==> config.mk <==
export PLATFORM = sky130hd
export DESIGN_NAME = electr_config_seq
export DESIGN_NICKNAME = d
export VERILOG_FILES = /design/src/rtl/electr_config_seq.sv
export SDC_FILE = /design/constraint.sdc
export NUM_CORES = 1
export LEC_CHECK = 0
export ABC_AREA = 1
export CORE_MARGIN = 5
export CORE_UTILIZATION = 50
export DETAILED_ROUTE_END_ITERATION = 6
export PLACE_DENSITY = 0.69
export SYNTH_ARGS = -nofsm -noshare
export SYNTH_HDL_FRONTEND = slang
export SYNTH_SLANG_ARGS = --single-unit
==> constraint.sdc <==
create_clock -name CLK -period 4.61 [get_ports CLK]
set_clock_uncertainty 0.15 [all_clocks]
set_input_delay 0.922 -clock CLK [delete_from_list [all_inputs] [get_ports CLK]]
set_output_delay 0.922 -clock CLK [all_outputs]
set_load 0.1 [all_outputs]
==> src/rtl/electr_config_seq.sv <==
// -----------------------------------------------------------------------------
// electr_config_seq
//
// Steps through a small table of electrode configuration words. For each
// pattern it presents the word to a serializer, kicks the serializer with a
// one-cycle enable_desp pulse, waits for sr_finish (guarded by a watchdog),
// applies the shifted word with a one-cycle latch_strobe, then optionally
// idles for gap_cycles before the next pattern. Runs once or loops until abort.
//
// Serializer handshake (enable_desp / sr_finish):
//   enable_desp is a single-cycle request issued with electr_config_out already
//   stable. The serializer answers with sr_finish at any later time. sr_finish
//   is only honoured while the sequencer waits for it (WAIT_SR) and is ignored
//   everywhere else. abort sampled together with sr_finish wins.
//
// Ports
//   CLK, RST_N          clock (rising edge), asynchronous active-low reset
//   start, abort        run request / cancel
//   loop_en             repeat the sequence until abort
//   n_patterns_m1       index of the last pattern of the sequence
//   gap_cycles          idle cycles between patterns
//   wr_en/addr/data     pattern table write port (accepted only while idle)
//   sr_finish           serializer complete
//   electr_config_out   word presented to the serializer
//   enable_desp         serializer start pulse
//   latch_strobe        apply-configuration pulse
//   busy, done          sequence running / one-cycle completion pulse
//   timeout_err         sticky watchdog error, cleared by the next start
//   pat_idx             index of the current pattern
//   dbg_state           current FSM state, for observation only
// -----------------------------------------------------------------------------
module electr_config_seq #(
    parameter int N_ELECTRODES = 55,
    parameter int N_PATTERNS   = 8,   // power of two, at least 2
    parameter int GAP_W        = 8,
    parameter int TIMEOUT      = 63,
    localparam int ADDR_W      = $clog2(N_PATTERNS)
) (
    input  logic                    CLK,
    input  logic                    RST_N,
    input  logic                    start,
    input  logic                    abort,
    input  logic                    loop_en,
    input  logic [ADDR_W-1:0]       n_patterns_m1,
    input  logic [GAP_W-1:0]        gap_cycles,
    input  logic                    wr_en,
    input  logic [ADDR_W-1:0]       wr_addr,
    input  logic [N_ELECTRODES-1:0] wr_data,
    input  logic                    sr_finish,
    output logic [N_ELECTRODES-1:0] electr_config_out,
    output logic                    enable_desp,
    output logic                    latch_strobe,
    output logic                    busy,
    output logic                    done,
    output logic                    timeout_err,
    output logic [ADDR_W-1:0]       pat_idx,
    output logic [2:0]              dbg_state
);

    localparam int WD_W = $clog2(TIMEOUT + 1);

    typedef enum logic [2:0] {
        S_IDLE    = 3'd0,
        S_LOAD    = 3'd1,
        S_KICK    = 3'd2,
        S_WAIT_SR = 3'd3,
        S_LATCH   = 3'd4,
        S_GAP     = 3'd5,
        S_DONE    = 3'd6
    } state_t;

    state_t                  r_state, w_state_nxt;
    logic [ADDR_W-1:0]       r_last, w_last_nxt;
    logic [GAP_W-1:0]        r_gap, w_gap_nxt;
    logic                    r_loop, w_loop_nxt;
    logic [ADDR_W-1:0]       r_pat_idx, w_pat_idx_nxt;
    logic [WD_W-1:0]         r_wdog, w_wdog_nxt;
    logic [GAP_W-1:0]        r_gap_cnt, w_gap_cnt_nxt;
    logic [N_ELECTRODES-1:0] r_out, w_out_nxt;
    logic                    r_enable_desp, w_enable_desp_nxt;
    logic                    r_latch, w_latch_nxt;
    logic                    r_done, w_done_nxt;
    logic                    r_timeout, w_timeout_nxt;
    logic                    r_busy, w_busy_nxt;
    logic [WD_W-1:0]         w_wdog_inc;
    logic [N_ELECTRODES-1:0] r_table [N_PATTERNS];

    assign w_wdog_inc = r_wdog + WD_W'(1);

    always_comb begin
        w_state_nxt       = r_state;
        w_last_nxt        = r_last;
        w_gap_nxt         = r_gap;
        w_loop_nxt        = r_loop;
        w_pat_idx_nxt     = r_pat_idx;
        w_wdog_nxt        = r_wdog;
        w_gap_cnt_nxt     = r_gap_cnt;
        w_out_nxt         = r_out;
        w_enable_desp_nxt = 1'b0;
        w_latch_nxt       = 1'b0;
        w_done_nxt        = 1'b0;
        w_timeout_nxt     = r_timeout;

        if (r_state == S_IDLE) begin
            if (start && !abort) begin
                w_last_nxt    = n_patterns_m1;
                w_gap_nxt     = gap_cycles;
                w_loop_nxt    = loop_en;
                w_pat_idx_nxt = '0;
                w_timeout_nxt = 1'b0;
                w_state_nxt   = S_LOAD;
            end
        end else if (abort) begin
            // Leaving without any pulse: the pulse defaults above stay 0.
            w_state_nxt = S_IDLE;
        end else begin
            case (r_state)
                S_LOAD: begin
                    w_out_nxt   = r_table[r_pat_idx];
                    w_state_nxt = S_KICK;
                end
                S_KICK: begin
                    w_enable_desp_nxt = 1'b1;
                    w_wdog_nxt        = '0;
                    w_state_nxt       = S_WAIT_SR;
                end
                S_WAIT_SR: begin
                    if (sr_finish) begin
                        w_state_nxt = S_LATCH;
                    end else begin
                        w_wdog_nxt = w_wdog_inc;
                        if (w_wdog_inc == WD_W'(TIMEOUT)) begin
                            w_timeout_nxt = 1'b1;
                            w_state_nxt   = S_IDLE;
                        end
                    end
                end
                S_LATCH: begin
                    w_latch_nxt = 1'b1;
                    if ((r_pat_idx == r_last) && !r_loop) begin
                        w_state_nxt = S_DONE;
                    end else begin
                        w_pat_idx_nxt = (r_pat_idx == r_last) ? '0 : r_pat_idx + ADDR_W'(1);
                        if (r_gap != '0) begin
                            // Counts down to zero, so the GAP state lasts r_gap cycles.
                            w_gap_cnt_nxt = r_gap - GAP_W'(1);
                            w_state_nxt   = S_GAP;
                        end else begin
                            w_state_nxt = S_LOAD;
                        end
                    end
                end
                S_GAP: begin
                    if (r_gap_cnt == '0) begin
                        w_state_nxt = S_LOAD;
                    end else begin
                        w_gap_cnt_nxt = r_gap_cnt - GAP_W'(1);
                    end
                end
                S_DONE: begin
                    w_done_nxt  = 1'b1;
                    w_state_nxt = S_IDLE;
                end
                default: w_state_nxt = S_IDLE;
            endcase
        end

        w_busy_nxt = (w_state_nxt != S_IDLE);
    end

    always_ff @(posedge CLK or negedge RST_N) begin
        if (!RST_N) begin
            r_state       <= S_IDLE;
            r_last        <= '0;
            r_gap         <= '0;
            r_loop        <= 1'b0;
            r_pat_idx     <= '0;
            r_wdog        <= '0;
            r_gap_cnt     <= '0;
            r_out         <= '0;
            r_enable_desp <= 1'b0;
            r_latch       <= 1'b0;
            r_done        <= 1'b0;
            r_timeout     <= 1'b0;
            r_busy        <= 1'b0;
        end else begin
            r_state       <= w_state_nxt;
            r_last        <= w_last_nxt;
            r_gap         <= w_gap_nxt;
            r_loop        <= w_loop_nxt;
            r_pat_idx     <= w_pat_idx_nxt;
            r_wdog        <= w_wdog_nxt;
            r_gap_cnt     <= w_gap_cnt_nxt;
            r_out         <= w_out_nxt;
            r_enable_desp <= w_enable_desp_nxt;
            r_latch       <= w_latch_nxt;
            r_done        <= w_done_nxt;
            r_timeout     <= w_timeout_nxt;
            r_busy        <= w_busy_nxt;
        end
    end

    // The table is only written while idle, so a running sequence always sees
    // a frozen table. A write in the start cycle lands before LOAD reads it.
    always_ff @(posedge CLK or negedge RST_N) begin
        if (!RST_N) begin
            for (int i = 0; i < N_PATTERNS; i++) begin
                r_table[i] <= '0;
            end
        end else if (wr_en && !r_busy) begin
            r_table[wr_addr] <= wr_data;
        end
    end

    assign electr_config_out = r_out;
    assign enable_desp       = r_enable_desp;
    assign latch_strobe      = r_latch;
    assign busy              = r_busy;
    assign done              = r_done;
    assign timeout_err       = r_timeout;
    assign pat_idx           = r_pat_idx;
    assign dbg_state         = r_state;

endmodule

# ---- Word-level counts from Yosys, hierarchy flattened
# Cells that the tools add are included.
dict set report op_classes {
  eq_ne 16
  addsub 4
  order_cmp 3
  n_bitwise 4
  n_reduce_logical 22
  muxes 42
}
# cell n
set op_table {}
lappend op_table {{$bwmux 440} 1}
lappend op_table {{$bmux 55 s3} 1}
lappend op_table {{$demux 55 s3} 1}
lappend op_table {{$mux 55} 3}
lappend op_table {{$mux 3} 14}
lappend op_table {{$mux 8} 3}
lappend op_table {{$pmux 8 s2} 1}
lappend op_table {{$sub 8x1->8 const B} 2}
lappend op_table {{$mux 1} 15}
lappend op_table {{$pmux 3 s5} 1}
lappend op_table {{$pmux 6 s2} 1}
lappend op_table {{$ne 2x2->1 const B} 5}
lappend op_table {{$reduce_bool 2->1} 5}
lappend op_table {{$eq 3x3->1 const B} 3}
lappend op_table {{$ge 4x4->1 const B} 2}
lappend op_table {{$logic_not 8->1} 1}
lappend op_table {{$not 3->4} 2}
lappend op_table {{$reduce_and 4->1} 2}
lappend op_table {{$reduce_bool 8->1} 1}
lappend op_table {{$add 6x1->6 const B} 1}
lappend op_table {{$eq 3x2->1 const B} 2}
lappend op_table {{$eq 6x6->1 const B} 1}
lappend op_table {{$mux 6} 1}
lappend op_table {{$ne 2x1->1 const B} 3}
lappend op_table {{13 further kinds} 19}
dict set report totals {
  ff_bits 532
  out_inout_bits 66
  input_bits 76
  word_cells 112
}

# ---- Depth between registers and ports, before layout
# Gate-level depths: netlist of run 1.
dict set report logic_depth {
  depth_word 8
  ltp_mapped 14
  ltp_nobuf 13
}

# ---- Least setup slack after synthesis of run 1
# OpenSTA, ideal clock, no wires.
dict set report synth_timing {
  kind {flip-flop to flip-flop}
  from {register r_state[2], in the netlist dbg_state[2]}
  to {register r_gap_cnt[6]}
  n_path_buf 1
  path_stages_with_launch 14
  synth_period_minus_slack_ps 2467
  path_slack_ps 2143
  t_arrival_ps 2200
  required_ps 4343
  setup_time_ps 117
  path_cell_list {dfrtp_1 -> inv_2 -> nor2_4 -> nand2_4 -> buf_6 -> nand2_1 -> o21ai_2 -> ha_1 -> inv_1 -> nor2_2 -> nand3_1 -> nand2_1 -> nand3_1 -> nand2_1}
}
dict set report synth_via {
  elab_chain_len 3
  elab_cells_between_ends 10
  classes_between {eq/ne (5); mux (1); bitwise (1); reduce/logical (3)}
}
# item line
set synth_lines {}
lappend synth_lines {{start: declaration} 72} ;# state_t r_state, w_state_nxt;
lappend synth_lines {{start signal: assignment} 187} ;# r_state <= w_state_nxt;
lappend synth_lines {{$eq 3x3->1 / $logic_not 3->1 (equally long branches)} {117, 104}}
lappend synth_lines {{$ne 2x2->1 (no source line), or another cell as far along} -}
lappend synth_lines {{$reduce_and 6->1 (no source line)} -}
lappend synth_lines {{end signal: assignment} 193} ;# r_gap_cnt <= w_gap_cnt_nxt;
lappend synth_lines {{end: declaration} 78} ;# logic [GAP_W-1:0] r_gap_cnt, w_gap_cnt_nxt;
# Several ways; a longest one is shown, not always the timed one.
# A chain may end at the register's enable or synchronous reset.

# ---- Worst setup path after layout of run 1
dict set report layout_timing {
  from {register r_pat_idx[0], in the netlist pat_idx[0]}
  to {output pat_idx[0]}
}
# item line
set layout_rtl {}
lappend layout_rtl {{start: declaration} 76} ;# logic [ADDR_W-1:0] r_pat_idx, w_pat_idx_nxt;
lappend layout_rtl {{start signal: assignment} 191} ;# r_pat_idx <= w_pat_idx_nxt;
lappend layout_rtl {{end: declaration} 56} ;# output logic [ADDR_W-1:0] pat_idx,
# No word-level cell between the ends.

==> flow_summary.yaml, run 1 <==
global_routing:
  grt_pass1_vias: 18793
  grt_overflow: 0
  antenna_found_initial: 0
  grt.total_usage_pct: 23.8
  grt_max_degree: 200
  grt_pass1_wl_um: 99800
die:
  rows: 79
  num_io_pins: 142
  die_area_um2: 51200
  die_w_um: 226
  core_um2: 46500
  dieHeight_um: 226
  start_util_pct: 50.4
synth:
  synth.avg_cell_area_um2: 8.53
  synth_flop_cell: "dfrtp_1"
  synth_seq_area_share_pct: 56.9
  syn_inst: 2744
  synth_edf_count: 0
  synth_seq_cells: 532
  async_flop_share_pct: 100
  synth.net_count: 2824
  synth_warnings: 0
  syn_area_um2: 23400
  ys_types: 38
  synth_top_cell_area_share_pct: 56.9
  yosysTopAreaCell: "dfrtp_1"
  yosys-top-cells-area: "dfrtp_1, o21ai_0, nand2_1"
timing:
  finalCritPeriodShare_pct: 80.2
  hold-worst-slack_ns: 0.161
  fin_crit_ns: 3.70
  report.final.slew_viol_count: 0
  final-setup-viol-count: 0
  worst_pin_slew_ns: 1.23
  hold_viol_final: 0
  max_freq_mhz: 270
  tns_ns: 0
  rsz0062_at_grt: "false"
  timing.slew.headroom_pct: 17.9
critical_path:
  path_max_fanout: 53
  critical-path-top-delay-family: "buffers and inverters"
  reg2reg_depth: 6
  critPathKind: "flip-flop to output pin"
  reg2reg_from: "pat_idx[0]$_DFFE_PN0P_"
  cp_slowest_cell: "clkdlybuf4s50_1"
  cp.depth: 1
  cp_cell_sequence: "clkdlybuf4s50_1"
  path_buf_inv: 1
  rrSetupSlack_ns: 1.67
  worstPathRequired_ns: 3.54
  rr_endpoint: "electr_config_out[18]$_DFFE_PN0P_"
  start_kind: "flip-flop"
  cp.arrival_ns: 2.63
  cp-end-kind: "output pin"
  max_stage_delay_ns: 1.28
finish:
  postLayoutCellArea_um2: 27200
  diodes: 0
  syn_to_final_growth_pct: 16.2
  drive_above_1_share_pct: 5.46
  fin_util_pct: 58.5
  nNetsFinal: 2853
power:
  clkPwrFrac_pct: 24.3
  power.leakage_nw: 12.6
  pwr-share-seq_pct: 39.5
  power.density_nw_per_um2: 725
  fin_total_pwr_mw: 19.7
  p_int_mw: 11.8
  peakVddDrop_v: 0.000567
  p_sw_mw: 7.88
  switching_share_pct: 40.0
  p_comb_share_pct: 36.2
route:
  vias_per_cell: 5.67
  routed_wl_um: 61400
  dr.first_iter.drc_count: 2160
  routedWlPerCell_um: 17.9
  drt-pass1-iter-count: 6
  dr_total_vias: 19432
  ant_nets: 0
  drcViolationCount: 0
flow_run:
  drv_cap: 0
clock_network:
  cts_resized: 0
  clk_pin_slew_ns: 0.06
  cts_tree: "yes"
  clk_path_buf_depth: 3
  cts_setup_buffers: 0
  cts_buffers: 55
  root_buffer: "clkbuf_16"
  clock_sink_count: 532
  h-tree-depth: 2
  hold_buffers: 0
  worstSkewPairLatency_ns: 0.59
outcome:
  status: "finished clean"
placed_design:
  detailed_place_hpwl_um: 34900
  io_buffers: 141
  gp_congestion: 0.841
  dpl_cell_area_um2: 25200
hold_path:
  min_path_type: "input port to async pin"
-- area by class of cell --
class                      instances  area, um2
clock buffer                      82       1640
clock inverter                    20        325
fill                            4077      19300
inverter                         209        787
multi-input combinational       1800       8540
sequential                       532      13300
tap                              607        759
timing repair buffer             175       1820
-- metrics by stage --
step | instances | setup WS, ns
floorplan | 2744 | 2.14
global placement | 3323 | 1.40
detailed placement | 3323 | 1.34
CTS | 3425 | 0.866
global route | 3425 | 0.825
finish | 3425 | 0.912
-- cells in the mapped netlist (all sizes together), types with 2 or more instances --
library cell  count
inv             209
nand3            21
dfrtp           532
nor3              3
clkbuf          157
nor2            135
a21oi           114
ha                4
o21bai            2
nand4            13
buf              46
xor2              3
o221ai           55
o21ai           857
nand2           583
-- power groups by stage --
stage	logic, mW	clock network [mW]	registers [mW]
after floorplan	3.85	0	9.08
after global placement	6.92	0	7.75
after detailed placement	7.10	0	7.82
after CTS	7.16	4.87	7.77
after global routing	8.00	5.04	8.02
final	7.14	4.79	7.79
-- sequential cells by signal, summed over array words and instances, names as in the netlist --
register / cells
dbg_state: 3
done: 1
busy: 1
electr_config_out: 55
r_last: 3
enable_desp: 1
r_wdog: 6
r_loop: 1
r_table: 440
r_gap_cnt: 8
latch_strobe: 1
r_gap: 8
pat_idx: 3
timeout_err: 1
-- placed cells by master (no fill, tap or decap), drive strengths merged --
cell type / n
or2: 1
buf: 36
nand4: 13
o22ai: 1
o221ai: 55
xor2: 3
clkinv: 11
inv: 209
a21oi: 114
a32o: 1
bufinv: 9
o21bai: 2
dfrtp: 532
nand3: 21
clkbuf: 82
xnor2: 1
a31oi: 1
o2bb2ai: 1
nor4: 1
o31ai: 1
nor3: 3
nor2: 135
nand3b: 1
o21ai: 857
nand2: 583
ha: 4
clkdlybuf4s50: 139
o21a: 1
-- how the worst max path moves through the flow --
stage | startpoint | end
global route | pat_idx[0]$_DFFE_PN0P_ | pat_idx[0]
CTS | pat_idx[0]$_DFFE_PN0P_ | pat_idx[0]
finish | pat_idx[0]$_DFFE_PN0P_ | pat_idx[0]
global placement | wr_addr[0] | r_table[167]$_DFFE_PN0P_
floorplan | dbg_state[2]$_DFF_PN0_ | r_gap_cnt[6]$_DFFE_PN0P_
detailed placement | wr_addr[2] | r_table[438]$_DFFE_PN0P_
-- kinds of logic (layout without fill, tap and decap cells) --
kind of cell / count (synthesis) / after routing / synth area share [%]
fa+ha+maj: 4 / 4 / 0.214
flops: 532 / 532 / 56.9
compound gates: 1034 / 1034 / 23.2
buf+inv: 412 / 486 / 6.95
xor+xnor: 4 / 4 / 0.150
simple gates: 758 / 758 / 12.6
-- metal layers --
layer | up-vias | wire (um) | track usage (%)
li1 | 9182 | - | -
met1 | 9515 | 27800 | 34.3
met2 | 639 | 28900 | 38.5
met3 | 96 | 3440 | 3.04
met4 | 0 | 1270 | 6.56
met5 | - | 0 | 0
(Power assumes the default switching activity.)
==> run 2, diff against run 1 <==
Clock period 4.61 ns to 3.64 ns, I/O delays scaled along.
==> flow_summary.yaml, run 2 (same netlist as run 1, synthesis figures left out) <==
outcome:
  status: "complete, but fails checks"
  failed_checks: "DRC, hold timing"
finish:
  drive_above_1_share_pct: 7.52
  largest_reg_flops: 440
  nNetsFinal: 2870
  postLayoutCellArea_um2: 27200
  diodes: 0
  syn_to_final_growth_pct: 16.3
  largest-register: "r_table"
  fin_cells: 3441
  layout_common_cells: "o21ai_0, nand2_1, dfrtp_1"
  mostFrequentLayoutCell: "o21ai_0"
  fin_util_pct: 58.6
route:
  dr.first_iter.drc_count: 2043
  vias_per_cell: 5.63
  routed_wl_um: 61200
  drt-pass1-iter-count: 7
  ant_nets: 0
  routedWlPerCell_um: 17.8
  dr_total_vias: 19365
  drcViolationCount: 2
clock_network:
  clk_pin_slew_ns: 0.06
  hold_buffers: 0
  cts_resized: 0
  cts_tree: "yes"
  clk_path_buf_depth: 3
  worstSkewPairLatency_ns: 0.59
  root_buffer: "clkbuf_16"
  clock_sink_count: 532
  h-tree-depth: 2
  cts_buffers: 56
  cts_setup_buffers: 0
die:
  core_um2: 46500
  num_io_pins: 142
  die_area_um2: 51200
  start_util_pct: 50.4
  dieHeight_um: 226
  rows: 79
  die_w_um: 226
critical_path:
  path_max_fanout: 87
  cp.arrival_ns: 2.09
  reg2reg_depth: 6
  worstPathRequired_ns: 2.76
  cp-end-kind: "output pin"
  start_kind: "flip-flop"
  reg2reg_from: "pat_idx[0]$_DFFE_PN0P_"
  rrSetupSlack_ns: 1.05
  critPathKind: "flip-flop to output pin"
  cp_slowest_cell: "dfrtp_4"
  max_stage_delay_ns: 0.75
  rr_endpoint: "electr_config_out[1]$_DFFE_PN0P_"
  cp_cell_sequence: "buf_12 -> buf_4"
timing:
  timing.slew.headroom_pct: 32.5
  hold-worst-slack_ns: -0.00423
  hold_viol_final: 1
  final-setup-viol-count: 0
  report.final.slew_viol_count: 0
  rsz0062_at_grt: "false"
  setup_ws_ns: 0.670
  finalCritPeriodShare_pct: 81.6
  tns_ns: 0
  fin_crit_ns: 2.97
  max_freq_mhz: 337
  worst_pin_slew_ns: 1.01
global_routing:
  met2_usage_pct: 38.8
  grt_pass1_wl_um: 100000
  antenna_found_initial: 2
  grt_max_degree: 158
  grt_use_met1_pct: 33.9
  global_route.peak_usage_layer: "met2"
  grt_overflow: 0
  grt.total_usage_pct: 24.0
  grt_use_met3_pct: 3.59
  grt_pass1_vias: 19040
placed_design:
  detailed_place_hpwl_um: 35400
  gp_congestion: 0.842
  dp_slack_ns: 0.662
  dpl_cell_area_um2: 25400
  io_buffers: 141
  dp_cells: 3339
power:
  peakVddDrop_v: 0.000689
  power.leakage_nw: 12.8
  power.density_nw_per_um2: 903
  fin_total_pwr_mw: 24.6
flow_run:
  drv_cap: 0
hold_path:
  min_path_type: "input port to async pin"
[run 2: cell count changes in the layout (fill, tap and decap cells not counted), sizes merged]
cell | before | now
clkbuf | 82 | 90
clkdlybuf4s50 | 139 | 93
buf | 36 | 98
bufinv | 9 | 3
clkinv | 11 | 8
clkinvlp | 0 | 1
[run 2: where the power goes]
part | switching (mW) | leakage (nW) | internal (mW)
logic | 6.30 | 5.17 | 2.69
clock network | 2.27 | 0.918 | 3.42
registers | 1.37 | 6.67 | 8.55
[run 2: layer usage]
metal  share of wire, %  up-vias
met3                6.3       99
met4                2.3        2
met1                 44     9467
met5              0.021        -
li1                   -     9219
met2                 47      578
[run 2: worst max-delay path by stage]
stage                                          end                    from  cells after the start
after detailed placement  r_table[372]$_DFFE_PN0P_              wr_addr[1]                      5
final                                   pat_idx[0]  pat_idx[0]$_DFFE_PN0P_                      2
after floorplan           r_gap_cnt[6]$_DFFE_PN0P_  dbg_state[2]$_DFF_PN0_                     13
after global placement    r_table[366]$_DFFE_PN0P_              wr_addr[1]                      6
after global routing                    pat_idx[0]  pat_idx[0]$_DFFE_PN0P_                      2
after CTS                               pat_idx[0]  pat_idx[0]$_DFFE_PN0P_                      2
[run 2: critical path: cells and delay by family, from the launching register on]
kind	cells	cell delay [ns]
buffers and inverters	2	0.74
DFF	1	0.75
[run 2: final cells by class]
type | instances | area, um2
clock buffer | 90 | 1720
clock inverter | 12 | 141
fill | 4029 | 19200
inverter | 209 | 787
multi-input combinational | 1800 | 8540
sequential | 532 | 13300
tap | 607 | 759
timing repair buffer | 191 | 1960
==> run 3, diff against run 2 <==
Settings changed: PLACE_DENSITY 0.69 to 0.72.
Clock period 3.64 ns to 2.65 ns, I/O delays scaled along.
==> flow_summary.yaml, run 3 (same netlist as run 1, synthesis figures left out) <==
outcome:
  status: "finished clean"
clock_network:
  cts_tree: "yes"
  clk_path_buf_depth: 3
  root_buffer: "clkbuf_16"
  clk_pin_slew_ns: 0.06
  cts_setup_buffers: 0
  clock_sink_count: 532
  cts_buffers: 56
  h-tree-depth: 2
  worstSkewPairLatency_ns: 0.61
finish:
  diodes: 0
  fin_cells: 3467
  syn_to_final_growth_pct: 18.3
  largest-register: "r_table"
  register_area_um2: 13300
  largest_reg_flops: 440
  fin_util_pct: 59.6
  nNetsFinal: 2892
  fillers: 3874
  mostFrequentLayoutCell: "o21ai_0"
  layout_common_cells: "o21ai_0, nand2_1, dfrtp_1"
  multiInputGateArea_um2: 8540
  drive_above_1_share_pct: 9.27
  postLayoutCellArea_um2: 27700
critical_path:
  critPathKind: "flip-flop to output pin"
  cp_cell_sequence: "buf_12 -> buf_12"
  cp.arrival_ns: 1.60
  path_max_fanout: 63
  path_buf_inv: 2
  start_kind: "flip-flop"
  cp_slowest_cell: "dfrtp_4"
  critical-path-top-delay-family: "flip-flops"
  cp-end-kind: "output pin"
  worstPathRequired_ns: 1.97
  crit_top_cell: "buf_12"
  max_stage_delay_ns: 0.50
timing:
  hold-worst-slack_ns: 0.223
  timing.slew.headroom_pct: 58.8
  max_freq_mhz: 439
  setup_ws_ns: 0.372
  hold_viol_final: 0
  report.final.slew_viol_count: 0
  finalCritPeriodShare_pct: 86.0
  worst_pin_slew_ns: 0.617
  final-setup-viol-count: 0
  tns_ns: 0
  rsz0062_at_grt: "false"
  fin_crit_ns: 2.28
flow_run:
  drv_cap: 0
global_routing:
  grt_max_degree: 111
  grt_pass1_wl_um: 101000
  grt_pass1_vias: 19152
  antenna_found_initial: 1
  grt.total_usage_pct: 24.2
  grt_overflow: 0
route:
  drt-pass1-iter-count: 6
  vias_per_cell: 5.70
  routed_wl_um: 62400
  routedWlPerCell_um: 18.0
  drcViolationCount: 0
  dr.first_iter.drc_count: 2090
  dr_total_vias: 19767
  ant_nets: 0
die:
  dieHeight_um: 226
  num_io_pins: 142
  core_um2: 46500
  rows: 79
  start_util_pct: 50.4
  die_area_um2: 51200
  die_w_um: 226
placed_design:
  dpl_cell_area_um2: 25700
  detailed_place_hpwl_um: 37400
  dp_slack_ns: 0.159
  io_buffers: 141
  gp_congestion: 0.858
  dp_cells: 3360
power:
  peakVddDrop_v: 0.000860
  power.density_nw_per_um2: 1240
  power.leakage_nw: 13.0
  fin_total_pwr_mw: 34.5
hold_path:
  min_path_type: "input port to flip-flop"
## run 3: cell types whose count changed in the layout (fill, tap and decap cells not counted), moves of 2 or more
| cell | delta |
|---|---|
| inv_6 | +2 |
| clkinv_2 | +5 |
| buf_12 | +18 |
| bufinv_16 | +3 |
| clkbuf_1 | -7 |
| buf_4 | +23 |
| clkdlybuf4s50_1 | -20 |
## run 3: final cells by class
cell class              count  area share [%]
repair buffers            213            8.32
clock inverters            23            1.02
inverters                 209            2.84
multi-input cells        1800            30.8
well taps                 607            2.74
clock buffers              83            6.12
flip-flops and latches    532            48.1
## run 3: tightest hold or removal path, cell delays in order
cell and delay [ns]:
buf_2 0.15, inv_1 0.11, a21oi_1 0.09, inv_1 0.05
## run 3: worst paths after layout
kind	startpoint	to	slack (ns)	depth (start not counted)
worst max-delay path	pat_idx[0]$_DFFE_PN0P_	pat_idx[0]	0.37	2
worst min-delay path	abort	dbg_state[0]$_DFF_PN0_	0.22	4
worst max register to register	pat_idx[1]$_DFFE_PN0P_	r_gap_cnt[4]$_DFFE_PN0P_	0.44	10
worst min register to register	r_table[72]$_DFFE_PN0P_	r_table[72]$_DFFE_PN0P_	0.33	2
min in group asynchronous	RST_N	r_gap[6]$_DFFE_PN0P_	0.30	2
max in group asynchronous	RST_N	pat_idx[1]$_DFFE_PN0P_	1.17	3
## run 3: what timing repair did
item                      in CTS  in global routing
hold buffers                   1                  0
hold endpoints to repair      27                  0
resized for setup              0                  0
## run 3: report_power, final
| group | total [mW] | internal (mW) | switching, mW | leakage, nW |
|---|---|---|---|---|
| Sequential | 13.5 | 11.7 | 1.80 | 6.67 |
| Clock | 8.25 | 5.00 | 3.25 | 0.980 |
| Combinational | 12.7 | 3.86 | 8.80 | 5.39 |
| Total | 34.5 | 20.6 | 13.8 | 13.0 |
## run 3: layer usage
metal | wire length (um) | vias up | global-route usage [%] | share of wire [%]
li1 | - | 9271 | - | -
met1 | 27000 | 9643 | 34.1 | 43
met2 | 29500 | 745 | 39.0 | 47
met3 | 4260 | 106 | 3.91 | 6.8
met4 | 1590 | 2 | 7.78 | 2.6
met5 | 12 | - | 0 | 0.019
